==> src/rtl/conv_arbiter_pkg.sv <==
// -----------------------------------------------------------------------------
// conv_arbiter_pkg
//   Shared types for the convolution datapath and the ConvOperator arbiter.
//   - WIDTH / LEN   : element width and vector length of one dot product
//   - data_vector   : LEN signed elements, element 0 in the low bits
//   - result_t      : signed dot-product result, wide enough for LEN products
//   - arb_state_t   : transaction phases of conv_arbiter
// -----------------------------------------------------------------------------
package conv_arbiter_pkg;

    localparam int WIDTH    = 8;
    localparam int LEN      = 4;
    localparam int RESULT_W = 2 * WIDTH + $clog2(LEN);

    typedef logic signed [WIDTH-1:0]    elem_t;
    typedef elem_t [LEN-1:0]            data_vector;
    typedef logic signed [RESULT_W-1:0] result_t;

    typedef enum logic [1:0] {
        IDLE  = 2'd0,
        ISSUE = 2'd1,
        WAIT  = 2'd2,
        RESP  = 2'd3
    } arb_state_t;

endpackage

==> src/rtl/conv_arbiter_rr_pick.sv <==
// -----------------------------------------------------------------------------
// rr_pick
//   Combinational round-robin priority picker.
//   Ports:
//     req  in  N    request bits
//     ptr  in  IW   index served last; search starts at ptr+1
//     any  out 1    at least one request present
//     idx  out IW   first requesting index after ptr (modulo N)
// -----------------------------------------------------------------------------
module rr_pick #(
    parameter int N  = 4,
    parameter int IW = (N > 1) ? $clog2(N) : 1
) (
    input  logic [N-1:0]  req,
    input  logic [IW-1:0] ptr,
    output logic          any,
    output logic [IW-1:0] idx
);

    // Scan from the farthest candidate to the nearest one; the last hit wins,
    // so the nearest requester after ptr takes priority without a break.
    always_comb begin
        int            j;
        logic [IW-1:0] cand;
        any  = 1'b0;
        idx  = '0;
        j    = 0;
        cand = '0;
        for (int k = N; k >= 1; k--) begin
            j    = (int'(ptr) + k) % N;
            cand = IW'(j);
            if (req[cand]) begin
                any = 1'b1;
                idx = cand;
            end
        end
    end

endmodule

==> src/rtl/conv_arbiter.sv <==
// -----------------------------------------------------------------------------
// conv_arbiter
//   Round-robin arbiter sharing one ConvOperator between NREQ front-ends.
//   One transaction at a time: grant, issue operands, wait for the result,
//   return it to the owning requester, then re-arbitrate.
//   Ports:
//     clk, rst                   clock, synchronous active-high reset
//     req_kernel/req_data        per-requester operand vectors
//     req_valid / req_ready      request handshake (req_ready one-hot or zero)
//     resp_result                result for the current owner
//     resp_valid / resp_ready    one-hot response handshake
//     op_kernel/op_data          operands held for the operator
//     op_in_valid / op_in_ready  operator input handshake
//     op_result                  operator result
//     op_out_valid/op_out_ready  operator output handshake
//     busy                       a transaction is in flight
// -----------------------------------------------------------------------------
module conv_arbiter
    import conv_arbiter_pkg::*;
#(
    parameter int NREQ = 4
) (
    input  logic                  clk,
    input  logic                  rst,
    input  data_vector [NREQ-1:0] req_kernel,
    input  data_vector [NREQ-1:0] req_data,
    input  logic [NREQ-1:0]       req_valid,
    output logic [NREQ-1:0]       req_ready,
    output result_t               resp_result,
    output logic [NREQ-1:0]       resp_valid,
    input  logic [NREQ-1:0]       resp_ready,
    output data_vector            op_kernel,
    output data_vector            op_data,
    output logic                  op_in_valid,
    input  logic                  op_in_ready,
    input  result_t               op_result,
    input  logic                  op_out_valid,
    output logic                  op_out_ready,
    output logic                  busy
);

    localparam int IW = $clog2(NREQ);

    arb_state_t    state_q;
    arb_state_t    state_d;
    logic [IW-1:0] ptr_q;
    logic [IW-1:0] owner_q;
    data_vector    kernel_q;
    data_vector    data_q;
    result_t       result_q;

    logic          pick_any;
    logic [IW-1:0] pick_idx;

    rr_pick #(.N(NREQ), .IW(IW)) u_pick (
        .req (req_valid),
        .ptr (ptr_q),
        .any (pick_any),
        .idx (pick_idx)
    );

    // Handshake outputs are forced low while rst is held so nothing is
    // accepted or reported during the reset cycle itself.
    always_comb begin
        state_d      = state_q;
        req_ready    = '0;
        resp_valid   = '0;
        op_in_valid  = 1'b0;
        op_out_ready = 1'b0;
        if (!rst) begin
            case (state_q)
                IDLE: begin
                    if (pick_any) begin
                        req_ready[pick_idx] = 1'b1;
                        state_d             = ISSUE;
                    end
                end
                ISSUE: begin
                    op_in_valid = 1'b1;
                    if (op_in_ready) state_d = WAIT;
                end
                WAIT: begin
                    op_out_ready = 1'b1;
                    if (op_out_valid) state_d = RESP;
                end
                RESP: begin
                    resp_valid[owner_q] = 1'b1;
                    if (resp_ready[owner_q]) state_d = IDLE;
                end
                default: state_d = IDLE;
            endcase
        end
    end

    always_ff @(posedge clk) begin
        if (rst) begin
            state_q  <= IDLE;
            ptr_q    <= IW'(NREQ - 1);
            owner_q  <= '0;
            kernel_q <= '0;
            data_q   <= '0;
            result_q <= '0;
        end else begin
            state_q <= state_d;
            // Operands only change on an acceptance, so they stay stable
            // for the whole transaction.
            if (state_q == IDLE && pick_any) begin
                owner_q  <= pick_idx;
                kernel_q <= req_kernel[pick_idx];
                data_q   <= req_data[pick_idx];
            end
            if (state_q == WAIT && op_out_valid) begin
                result_q <= op_result;
            end
            // Rotation restarts after the owner once its response is taken.
            if (state_q == RESP && resp_ready[owner_q]) begin
                ptr_q <= owner_q;
            end
        end
    end

    assign op_kernel   = kernel_q;
    assign op_data     = data_q;
    assign resp_result = result_q;
    assign busy        = (state_q != IDLE);

endmodule

==> config.mk <==
export PLATFORM = sky130hd
export DESIGN_NAME = conv_arbiter
export DESIGN_NICKNAME = d
export VERILOG_FILES = /design/src/rtl/conv_arbiter_pkg.sv /design/src/rtl/conv_arbiter_rr_pick.sv /design/src/rtl/conv_arbiter.sv
export SDC_FILE = /design/constraint.sdc
export NUM_CORES = 1
export LEC_CHECK = 0
export CORE_AREA = 2 2 146 148
export CTS_CLUSTER_DIAMETER = 120
export DETAILED_ROUTE_END_ITERATION = 10
export DIE_AREA = 0 0 148 150
export PLACE_DENSITY = 0.6
export SETUP_SLACK_MARGIN = 0.15
export SLEW_MARGIN = 20
export SYNTH_ARGS = -nofsm -noshare
export SYNTH_HDL_FRONTEND = slang
export SYNTH_SLANG_ARGS = --single-unit
==> constraint.sdc <==
create_clock -name clk -period 3.05 [get_ports clk]
set_input_delay 0.305 -clock clk [delete_from_list [all_inputs] [get_ports clk]]
set_output_delay 0.305 -clock clk [all_outputs]
set_load 0.05 [all_outputs]
==> metrics.txt <==
fraction of final layout cells with drive strength greater than 1=approximately 13%; CP Max Fanout=28; wire length of the first global-routing pass=roughly 31000 um; number of buffers inserted during clock tree synthesis=9; clock slew seen by the registers of the worst setup and hold paths=0.06 ns; status=complete, no violations; areal power density over the cells=690 nW/um^2; Worst VDD drop=323 uV; transition time at the pin with the least slew margin=0.644 ns; hold_sp=resp_result[11]; PortBufs=approximately 380; Crit Reg-Reg Startpoint=ptr_q[0]; via count normalized by instance count=4.54; biggest area contributors in the synthesized netlist=dfxtp_1 33%, mux2i_1 24%, o221ai_2 18%, nand2_1 7.5%, buf_12 3.8%; Chip Height=150 um; Area Growth Syn to Fin=81.7%; leakage power figure=about 3.8 nW; required arrival time at the worst endpoint=around 2.7 ns; WS Path Type=in -> out; fraction of synthesized cell area taken by the top area cell type=33.4%; maximum number of pins on one net before global-route repair=35; Worst setup startpoint=req_valid[3]; worst hold slack=0.455 ns; Max transition margin=57.0%; category of the worst setup path launch point=input pin; number of buffers inserted by post-CTS setup repair=0; clk buf depth=2; Yosys reg bits=88; max capacitance violation total=0; die width=roughly 150 um; Final Hold Fails=0; clock tree from TritonCTS=built; final wirelength=21100 um; CTS H-tree depth=3; count of final max-slew check failures=0; WP data arrival=about 2.2 ns; Worst Setup End Kind=output pin; worst hold path type=reg -> reg; peak clock frequency supported by timing=between 300 and 400 MHz; syn_area_per_cell=10.6 um^2; number of global-route vias before repair=between 5000 and 6000; post-cts gate resize count=0; root buffer cell=clkbuf_16; time the final worst path needs with I/O delays and setup=2.54 ns; number of buffers inserted by hold repair at cts=0; distinct cell type count of the synthesized netlist=38; number of antenna diodes=0; Initial Util=roughly 25%; post-route antenna net violation count=0; Synth area leader=dfxtp_1; Final Wtd Congestion=between 0.8 and 0.9; global route total overflow=0; total I/O pin count=379; Post-Layout Cell Count=approximately 1100; source-to-sink clock delay at the later pin of the worst-skew pair=0.35 ns; synthesized cell area=5270 um^2; sequential cell area fraction in the yosys report=33.4%; worst clock skew=0.00719 ns; mean routed wirelength per cell=18.4 um; fin crit share=83.4%; area of the core=20700 um^2; ys flop type=dfxtp_1; RSZ-0062 raised after global routing=false; final setup violation count=0; Synth async-reset ratio=0%; total placed cells including tap cells=1126; total negative slack for setup checks=0 ns; via count=5180; detailed-routing iteration count for the pre-antenna-repair pass=4; area of the die=22200 um^2; post-synthesis instance total=497; EDFF count, synth=0; Yosys warning count=0; nets in the synthesized netlist=788; filler cell count=2009; post-layout net count=1153; Sink Count=88; HPWL after detailed placement=about 17000 um; Global Route Usage Sum=18.3%; DRC violations left=0; initial antenna violation count=0; initial DRC count=168; Site Rows=53
## cell type report
class	instances	area (um^2)	area share, %
Inverter	7	26.3	0.274
Timing Repair Buffer	395	4000	41.8
Clock inverter	5	105	1.10
Multi-Input combinational cell	361	3110	32.4
Sequential cell	88	1760	18.4
Tap cell	275	344	3.59
Clock buffer	11	233	2.43
## Yosys cell counts (all sizes together) (2+ instances only)
| master | number |
|---|---|
| nand2b | 2 |
| o21ai | 2 |
| nor2b | 4 |
| inv | 7 |
| a21oi | 20 |
| nand2 | 106 |
| nor3 | 3 |
| nor2 | 9 |
| dfxtp | 88 |
| o221ai | 65 |
| clkbuf | 9 |
| and3 | 2 |
| mux2i | 129 |
| a211o | 2 |
| buf | 32 |
| ha | 5 |
| nor4b | 2 |
## final timing paths
check	endpoint	slack, ns	cells past startpoint
max	req_ready[1]	0.51	8
min	resp_result[11]	0.45	2
max reg2reg	op_data[24]	0.94	7
min reg2reg	resp_result[11]	0.45	2
## routing by layer
layer / up-vias / wire (um) / global-route usage [%]
met5: - / 0 / 0
met4: 0 / 285 / 4.24
met3: 17 / 1810 / 6.16
met2: 213 / 10600 / 32.5
met1: 2377 / 8350 / 21.4
li1: 2573 / - / -
## state kept, by name, indices dropped and copies added (netlist names)
signal and flops:
op_data 32, op_kernel 32, owner_q 2, ptr_q 2, resp_result 18, state_q 2
## placed cells by master (no fill, tap or decap), drive strengths merged, types with 2 or more instances in the layout
master and instances:
clkdlybuf4s50 369, nor3 3, nand2b 2, dfxtp 88, a21oi 20, and3 2, buf 26, clkinvlp 2
nor2 9, ha 5, nand2 106, inv 7, o221ai 65, mux2i 129, nor2b 4, a211o 2
clkbuf 11, o21ai 2, nor4b 2, bufinv 3
## kinds of logic after synthesis
group                      Yosys count  synth area share (%)
adders and majority gates            5                  1.19
buffers and inverters               48                  8.05
muxes                              130                  24.9
DFF                                 88                  33.4
and+or+nand+nor                    132                  10.8
AOI/OAI and AO/OA                   94                  21.7
## critical path, stage by stage
cell             delay (ns)
clkdlybuf4s50_1        0.48
nor2b_4                0.17
o21a_1                 0.21
nor3_4                 0.21
buf_12                 0.25
buf_4                  0.26
nor2_1                 0.12
buf_12                 0.19
## where the power goes
| group | internal [mW] | total (mW) | switching, mW | leakage [nW] |
|---|---|---|---|---|
| logic | 1.47 | 3.65 | 2.18 | 2.93 |
| registers | 1.48 | 1.67 | 0.185 | 0.724 |
| clock network | 0.803 | 1.30 | 0.498 | 0.156 |
| total | 3.75 | 6.61 | 2.87 | 3.81 |
## per-stage QoR
stage | utilization (%) | total power [mW] | instance area [um^2] | setup slack [ns]
after floorplan | - | 4.07 | 5270 | 0.499
after global placement | 44.7 | 5.36 | 9240 | 0.469
after detailed placement | 44.7 | 5.37 | 9240 | 0.457
after CTS | 46.3 | 6.71 | 9580 | 0.502
after global routing | 46.3 | 6.94 | 9580 | 0.403
final | 46.3 | 6.61 | 9580 | 0.505
(Power assumes the default switching activity.)
